--- src/rtl/mcu_timer_pkg.sv ---
// Shared types and register map for the
// parametrised MCU timer/counter.
package mcu_timer_pkg;

  typedef enum logic [1:0] {
    FREE    = 2'd0,
    RELOAD  = 2'd1,
    ONESHOT = 2'd2
  } timer_mode_e;

  typedef enum logic [1:0] {
    IDLE = 2'd0,
    RUN  = 2'd1,
    DONE = 2'd2
  } timer_state_e;

  localparam logic [1:0] ADDR_CTRL     = 2'd0;
  localparam logic [1:0] ADDR_RELOAD   = 2'd1;
  localparam logic [1:0] ADDR_COMPARE  = 2'd2;
  localparam logic [1:0] ADDR_PRESCALE = 2'd3;

  localparam int CTRL_EN      = 0;
  localparam int CTRL_MODE_LO = 1;
  localparam int CTRL_MODE_HI = 2;
  localparam int CTRL_IRQ_CLR = 3;

  // Reserved encoding 11 falls back to FREE.
  function automatic timer_mode_e decode_mode(
    input logic [1:0] m
  );
    timer_mode_e r;
    unique case (m)
      2'b01:   r = RELOAD;
      2'b10:   r = ONESHOT;
      default: r = FREE;
    endcase
    return r;
  endfunction

endpackage

--- src/rtl/mcu_timer_prescaler.sv ---
// Clock divider: one tick every divisor+1
// cycles while run is high.
module mcu_timer_prescaler #(
  parameter int PRESCALE_W = 8
) (
  input  logic                  clk,
  input  logic                  rst_n,
  input  logic                  run_i,
  input  logic                  clear_i,
  input  logic [PRESCALE_W-1:0] div_i,
  output logic                  tick_o
);

  logic [PRESCALE_W-1:0] ps_q, ps_d;

  assign tick_o = run_i && (ps_q == div_i);

  always_comb begin
    ps_d = ps_q;
    if (clear_i)
      ps_d = '0;
    else if (run_i)
      ps_d = tick_o ? '0 : ps_q + PRESCALE_W'(1);
  end

  always_ff @(posedge clk or negedge rst_n) begin
    if (!rst_n) ps_q <= '0;
    else        ps_q <= ps_d;
  end

endmodule

--- src/rtl/mcu_timer.sv ---
// Timer/counter with FREE/RELOAD/ONESHOT
// modes, PWM compare and sticky irq.
module mcu_timer
  import mcu_timer_pkg::*;
#(
  parameter int WIDTH      = 8,
  parameter int PRESCALE_W = 8
) (
  input  logic             clk,
  input  logic             rst_n,
  input  logic             cfg_we,
  input  logic [1:0]       cfg_addr,
  input  logic [WIDTH-1:0] cfg_wdata,
  output logic [WIDTH-1:0] cnt_o,
  output logic             irq_o,
  output logic             pwm_o,
  output logic             busy_o
);

  timer_state_e          state_q, state_d;
  timer_mode_e           mode_q, mode_d;
  logic [WIDTH-1:0]      cnt_q, cnt_d;
  logic [WIDTH-1:0]      reload_q, reload_d;
  logic [WIDTH-1:0]      cmp_q, cmp_d;
  logic [PRESCALE_W-1:0] presc_q, presc_d;
  logic                  irq_q, irq_d;
  logic                  pwm_q, pwm_d;
  logic                  irq_set;
  logic                  tick;
  logic                  ctrl_wr;
  logic                  presc_wr;
  logic [3:0]            ctrl_wd;
  logic [PRESCALE_W-1:0] presc_wd;

  // Narrow configurations zero-extend write data.
  if (WIDTH >= 4) begin : g_ctrl_w
    assign ctrl_wd = cfg_wdata[3:0];
  end else begin : g_ctrl_n
    assign ctrl_wd = {{(4-WIDTH){1'b0}}, cfg_wdata};
  end

  if (PRESCALE_W <= WIDTH) begin : g_ps_w
    assign presc_wd = cfg_wdata[PRESCALE_W-1:0];
  end else begin : g_ps_n
    assign presc_wd = {{(PRESCALE_W-WIDTH){1'b0}}, cfg_wdata};
  end

  assign ctrl_wr  = cfg_we && (cfg_addr == ADDR_CTRL);
  assign presc_wr = cfg_we && (cfg_addr == ADDR_PRESCALE);

  mcu_timer_prescaler #(
    .PRESCALE_W(PRESCALE_W)
  ) u_presc (
    .clk     (clk),
    .rst_n   (rst_n),
    .run_i   (state_q == RUN),
    .clear_i (ctrl_wr || presc_wr),
    .div_i   (presc_q),
    .tick_o  (tick)
  );

  always_ff @(posedge clk or negedge rst_n) begin
    if (!rst_n) state_q <= IDLE;
    else        state_q <= state_d;
  end

  always_comb begin
    state_d = state_q;
    if (ctrl_wr)
      state_d = ctrl_wd[CTRL_EN] ? RUN : IDLE;
    else if (tick && mode_q == ONESHOT && cnt_q == '0)
      state_d = DONE;
  end

  always_comb begin
    busy_o = (state_q == RUN);
  end

  always_comb begin
    reload_d = reload_q;
    cmp_d    = cmp_q;
    presc_d  = presc_q;
    mode_d   = mode_q;
    cnt_d    = cnt_q;
    irq_set  = 1'b0;
    if (cfg_we) begin
      unique case (cfg_addr)
        ADDR_RELOAD:   reload_d = cfg_wdata;
        ADDR_COMPARE:  cmp_d    = cfg_wdata;
        ADDR_PRESCALE: presc_d  = presc_wd;
        default:
          mode_d = decode_mode(ctrl_wd[CTRL_MODE_HI:CTRL_MODE_LO]);
      endcase
    end
    if (tick) begin
      unique case (mode_q)
        RELOAD: begin
          irq_set = (cnt_q == '0);
          cnt_d   = irq_set ? reload_q : cnt_q - WIDTH'(1);
        end
        ONESHOT: begin
          irq_set = (cnt_q == '0);
          cnt_d   = irq_set ? cnt_q : cnt_q - WIDTH'(1);
        end
        default: begin
          irq_set = (cnt_q == '1);
          cnt_d   = cnt_q + WIDTH'(1);
        end
      endcase
    end
    // A restart overrides the tick update but not its irq.
    if (ctrl_wr && ctrl_wd[CTRL_EN])
      cnt_d = (mode_d == FREE) ? '0 : reload_q;
    irq_d = irq_q;
    if (ctrl_wr && ctrl_wd[CTRL_IRQ_CLR]) irq_d = 1'b0;
    if (irq_set)                          irq_d = 1'b1;
    pwm_d = (state_d == RUN) && (cnt_d < cmp_d);
  end

  always_ff @(posedge clk or negedge rst_n) begin
    if (!rst_n) begin
      mode_q   <= FREE;
      cnt_q    <= '0;
      reload_q <= '0;
      cmp_q    <= '0;
      presc_q  <= '0;
      irq_q    <= 1'b0;
      pwm_q    <= 1'b0;
    end else begin
      mode_q   <= mode_d;
      cnt_q    <= cnt_d;
      reload_q <= reload_d;
      cmp_q    <= cmp_d;
      presc_q  <= presc_d;
      irq_q    <= irq_d;
      pwm_q    <= pwm_d;
    end
  end

  assign cnt_o = cnt_q;
  assign irq_o = irq_q;
  assign pwm_o = pwm_q;

endmodule
--- config.mk ---
export PLATFORM = sky130hd
export DESIGN_NAME = mcu_timer
export DESIGN_NICKNAME = d
export VERILOG_FILES = /design/src/rtl/mcu_timer_pkg.sv /design/src/rtl/mcu_timer_prescaler.sv /design/src/rtl/mcu_timer.sv
export SDC_FILE = /design/constraint.sdc
export NUM_CORES = 1
export LEC_CHECK = 0
export CORE_ASPECT_RATIO = 1.4
export CORE_MARGIN = 2
export CORE_UTILIZATION = 42
export CTS_CLUSTER_SIZE = 25
export DETAILED_ROUTE_END_ITERATION = 6
export GPL_ROUTABILITY_DRIVEN = 0
export MAX_ROUTING_LAYER = met4
export SYNTH_ARGS = -nofsm -noshare
export SYNTH_HDL_FRONTEND = slang
export SYNTH_SLANG_ARGS = --single-unit
export TNS_END_PERCENT = 5
--- constraint.sdc ---
create_clock -name clk -period 3.8 [get_ports clk]
set_clock_uncertainty 0.2 [all_clocks]
set_input_delay 0.76 -clock clk [delete_from_list [all_inputs] [get_ports clk]]
set_output_delay 0.76 -clock clk [all_outputs]
set_load 0.02 [all_outputs]
After elaboration in Yosys (flattened, before gate mapping) --
Cells that the tools add are included.
Word-level totals: flip-flop bits (word level) 46, output and inout bits 11
Operators by class: eq/ne operators 11, reductions and logical operators 18, muxes and demuxes 21, magnitude comparators 1, $add $sub $neg 3
Operators with widths (count):
- 2-to-1 mux 8 bit | 10
- adder 8 x 1 -> 8 bit, second input constant | 2
- case mux 8 bit (2 select lines) | 1
- equality test 2 x 1 -> 1 bit, second input constant | 5
- equality test 2 bit, second input constant | 4
- equality test 8 bit | 1
- equality test 8 bit, second input constant | 1
- logical AND 1 bit | 8
- zero test 8 bit | 1
- < comparator 8 bit | 1
- 2-to-1 mux 2 bit | 4
- subtractor 8 x 1 -> 8 bit, second input constant | 1
- 2-to-1 mux 1 bit | 5
- zero test 2 bit | 2
- case mux 2 bit (2 select lines) | 1
- AND reduction 2 bit | 2
- nonzero test 2 bit | 2
- OR reduction 3 bit | 1
- OR reduction 2 bit | 1
- logical OR 1 bit | 1

Logic depth before layout (Yosys ltp) --
depth after elaboration 9, depth in mapped cells 14, gate-level depth less buffers 13

Cells and area by module --
Synthesis repeated with hierarchy kept, for this count alone.
Second synthesis, totals: cell total of the unflattened synthesis 267, area total of the unflattened synthesis 2755.1 sq um
Modules (own cells, without submodules):
- mcu_timer | times used 1, sequential area each 950.9 sq um, cells each 216, area each 2232.1 sq um
- mcu_timer_prescaler | times used 1, sequential area each 200.2 sq um, cells each 51, area each 523.0 sq um

Worst setup path before layout --
OpenSTA, ideal clock, no wires.
path type register to register, start point register cnt_q[0] (netlist: cnt_o[0]), end point register pwm_q (netlist: pwm_o), path buffers 0, arrival time 3.166 ns, required time 3.533 ns, cell stages (with the launch flop) 14, slack 0.368 ns, period minus slack after synthesis 3.432 ns, library setup time 0.067 ns, cell sequence dfrtp_1 -> inv_1 -> ha_1 -> or3b_2 -> nor2_1 -> o221ai_1 -> a32oi_1 -> o21ai_0 -> a22o_1 -> ha_1 -> o21ai_0 -> a31oi_1 -> a2111oi_1 -> o311a_1
On the way: word-level cells in the longest chain between the ends 7
Ends and longest elaborated chain:
- start: declaration | RTL line mcu_timer.sv:22 | logic [WIDTH-1:0] cnt_q, cnt_d;
- start signal: assignment | RTL line mcu_timer.sv:131 | cnt_q <= cnt_d;
- subtractor 8 x 1 -> 8 bit / zero test 8 bit (equally long branches)
- 2-to-1 mux 8 bit (on tied branches) | RTL line mcu_timer.sv:103, mcu_timer.sv:99
- case mux 8 bit (2 select lines) (*) | RTL line mcu_timer.sv:96 | unique case (mode_q)
- 2-to-1 mux 8 bit (*) | RTL line mcu_timer.sv:95 | if (tick) begin
- 2-to-1 mux 8 bit (*) | RTL line mcu_timer.sv:112 | if (ctrl_wr && ctrl_wd[CTRL_EN])
- via cnt_d[1] | RTL line mcu_timer.sv:22
- < comparator 8 bit (*) | RTL line mcu_timer.sv:117 | pwm_d = (state_d == RUN) && (cnt_d < cmp_d);
- logical AND 1 bit (*) | RTL line mcu_timer.sv:117
- via pwm_d | RTL line mcu_timer.sv:27 | logic pwm_q, pwm_d;
- end signal: assignment | RTL line mcu_timer.sv:136 | pwm_q <= pwm_d;
- end: declaration | RTL line mcu_timer.sv:27
Mark *: on every way through the listed nets, which the timed path passes. The rest lies on a longest branch. A chain may end at the register's enable or synchronous reset.

Worst setup path in the final report --
start point register cnt_q[1] (netlist: cnt_o[1]), end point register pwm_q (netlist: pwm_o)
The elaborated chain is that of the path after synthesis.

==> impl_metrics.py <==
metrics = {
    "run_status": {
        "outcome": "finished clean",
    },
    "synthesis": {
        "synth_top_area_cell": "dfrtp_1",
        "async_reset_ff_share_pct": 100,
        "ys_ff_latch": 46,
        "syn_area_um2": 2810,
        "synthCells": 292,
        "synth_flop_cell": "dfrtp_1",
        "synth_nets": 318,
        "syn_avg_cell_area_um2": 9.61,
        "yosysSeqAreaShare_pct": 41.0,
        "synthTopCellsByArea": "dfrtp_1 (41%), mux2_2 (7.2%), ha_1 (5.8%), o21ai_0 (3.9%), mux2i_1 (3.2%)",
        "synthDistinctLibCells": 48,
        "synth_edf_count": 0,
        "yosys_warnings": 0,
        "synth_top_area_share_pct": 41.0,
    },
    "final_layout": {
        "n_antenna_cell": 0,
        "final_nets": 351,
        "drive_gt1_share_pct": 15.4,
        "mostFrequentLayoutCell": "dfrtp_1",
        "final_cell_mix": "dfrtp_1 (46), nand2_1 (22), clkdlybuf4s50_1 (22)",
        "area_growth_pct": 16.7,
    },
    "timing": {
        "period_needed_ns": 3.56,
        "drv_slew": 0,
        "clock.fmax_mhz": 281,
        "timing.slew.headroom_pct": 30.0,
        "layout_setup_ws_ns": 0.240,
        "hold_viol_final": 0,
        "worstMarginPinSlew_ns": 1.05,
        "fin_hold_ws_ns": 0.287,
        "min_period_over_period_pct": 93.7,
        "tns_ns": 0,
        "grt_setup_unrepaired": "false",
        "setup_viol": 0,
    },
    "power_and_ir_drop": {
        "p_leak_nw": 1.50,
        "ir_drop_mv": 0.215,
        "seqPwrFrac_pct": 38.1,
        "clock_power_share_pct": 16.8,
        "p_int_mw": 1.05,
        "power_frac_comb_pct": 45.1,
        "switching_power_uw": 650,
        "power_per_cell_area_nw_per_um2": 518,
        "switching_share_pct": 38.3,
    },
    "worst_setup_path": {
        "end_kind": "flop",
        "arrival_ns": 3.60,
        "start_kind": "flop",
        "crit_type": "reg2reg",
        "required_ns": 3.84,
        "cp_max_fo": 5,
    },
    "global_routing": {
        "top_usage_layer": "met2",
        "antenna_found_initial": 0,
        "grt_max_degree": 47,
        "use_met1_pct": 27.1,
        "overflow": 0,
        "grt_pass1_vias": 2296,
        "met2_usage_pct": 36.9,
        "grt_pass1_wl_um": 11900,
        "grt_usage_pct": 21.6,
        "grtUsageMet3_pct": 2.40,
    },
    "placed_design": {
        "place_ws_ns": 0.134,
        "place_hpwl_um": 5400,
        "portBuffers": 23,
    },
    "floorplanning": {
        "initial_core_util_pct": 43.0,
        "die_area_um2": 7360,
        "die_w_um": 73.1,
        "io_pins": 24,
        "die_h_um": 101,
        "rows": 35,
        "core_um2": 6530,
    },
    "min_path": {
        "min_path_type": "reg2reg",
    },
    "drt": {
        "drtIter0Drc": 178,
        "wirelength_um": 7050,
        "num_vias": 2343,
        "postRouteAntennaNets": 0,
        "remaining_drc_errors": 0,
        "routed_via_density": 5.87,
        "wl_per_cell_um": 17.7,
        "drt_first_pass_iters": 4,
    },
    "clock_tree": {
        "cts_buffers": 5,
        "clock_path_buffers": 2,
        "clk_pin_slew_worst_paths_ns": 0.08,
        "cts_max_level": 2,
        "cts-root-buf": "clkbuf_8",
        "worstSkewPairLatency_ns": 0.30,
        "cts_tree": "yes",
        "clock_sinks": 46,
        "cts_hold_buf": 0,
    },
    "job": {
        "maxCapViolCount": 0,
    },
}
synth_stat cells (6+ instances only):
| cell | instances |
|---|---|
| nor2_1 | 16 |
| nand3b_1 | 6 |
| mux2i_1 | 9 |
| inv_1 | 18 |
| nand3_1 | 8 |
| nand2_1 | 22 |
| and3_1 | 7 |
| clkbuf_1 | 11 |
| xor2_1 | 10 |
| o21ai_0 | 22 |
| dfrtp_1 | 46 |
| a21oi_1 | 16 |
| ha_1 | 13 |
| mux2_2 | 18 |
metal layers:
layer	routed length, um	part of all wire [%]
met4	115	1.6
met3	256	3.6
met2	3720	53
met5	0	0
met1	2960	42
path summary, 6_finish.rpt:
path                                 start    endpoint  slack, ns  depth (start not counted)
worst max register to register    cnt_o[1]       pwm_o       0.24                         14
min in group asynchronous            rst_n    cmp_q[1]       0.45                          1
worst min register to register  state_q[1]  state_q[1]       0.29                          1
worst min-delay path            state_q[1]  state_q[1]       0.29                          1
max in group asynchronous            rst_n  presc_q[5]       2.31                          1
worst max-delay path              cnt_o[1]       pwm_o       0.24                         14
flip-flops by register name, indices dropped and copies added, names as in the netlist:
signal        count
cmp_q             8
cnt_o             8
mode_q            2
pwm_o             1
u_presc.ps_q      8
irq_o             1
state_q           2
reload_q          8
presc_q           8
cells by family after synthesis:
| family | synth area share (%) |
|---|---|
| flip-flops | 41.0 |
| buffers and inverters | 4.81 |
| adder cells (fa/ha/maj) | 5.80 |
| AO/OA/AOI/OAI | 17.8 |
| XOR/XNOR | 3.43 |
| AND/OR/NAND/NOR | 16.7 |
| multiplexers | 10.4 |
repair_timing:
item                                    CTS  global route
endpoints found under the setup margin    0             1
gates resized for setup                   0             2
buffers inserted                          0             0
through the flow:
step	instance area [um2]	util, %	instances	power [mW]
floorplan	2810	-	292	1.14
global placement	3190	48.9	392	1.39
detailed placement	3190	48.9	392	1.40
CTS	3270	50.1	399	1.69
global route	3280	50.2	399	1.82
finish	3280	50.2	399	1.70
layout make-up:
| class | instances | area [um2] |
|---|---|---|
| clock buffers | 5 | 68.8 |
| clock inverters | 2 | 10.0 |
| fillers | 628 | 3250 |
| inverters | 18 | 67.6 |
| multi-input cells | 213 | 1530 |
| flip-flops and latches | 46 | 1150 |
| well taps | 74 | 92.6 |
| repair buffers | 41 | 360 |
worst max-delay path: stages (launching register included):
cell and delay [ns]:
dfrtp_1 0.39, inv_1 0.09, ha_1 0.17, or3b_2 0.50, nor2_1 0.26, buf_4 0.20
nand3_1 0.08, o31ai_1 0.09, o21ai_0 0.11, o211ai_1 0.30, ha_1 0.31, o21ai_0 0.08
a31oi_1 0.07, a2111oi_2 0.41, o311a_1 0.22
power by group through the flow:
stage	logic, mW	registers, mW	clock network [mW]
after floorplan	0.464	0.673	0
after global placement	0.740	0.653	0
after detailed placement	0.747	0.656	0
after CTS	0.752	0.646	0.291
after global routing	0.844	0.659	0.315
final	0.765	0.646	0.285
Power figures use the tool's default switching activity.
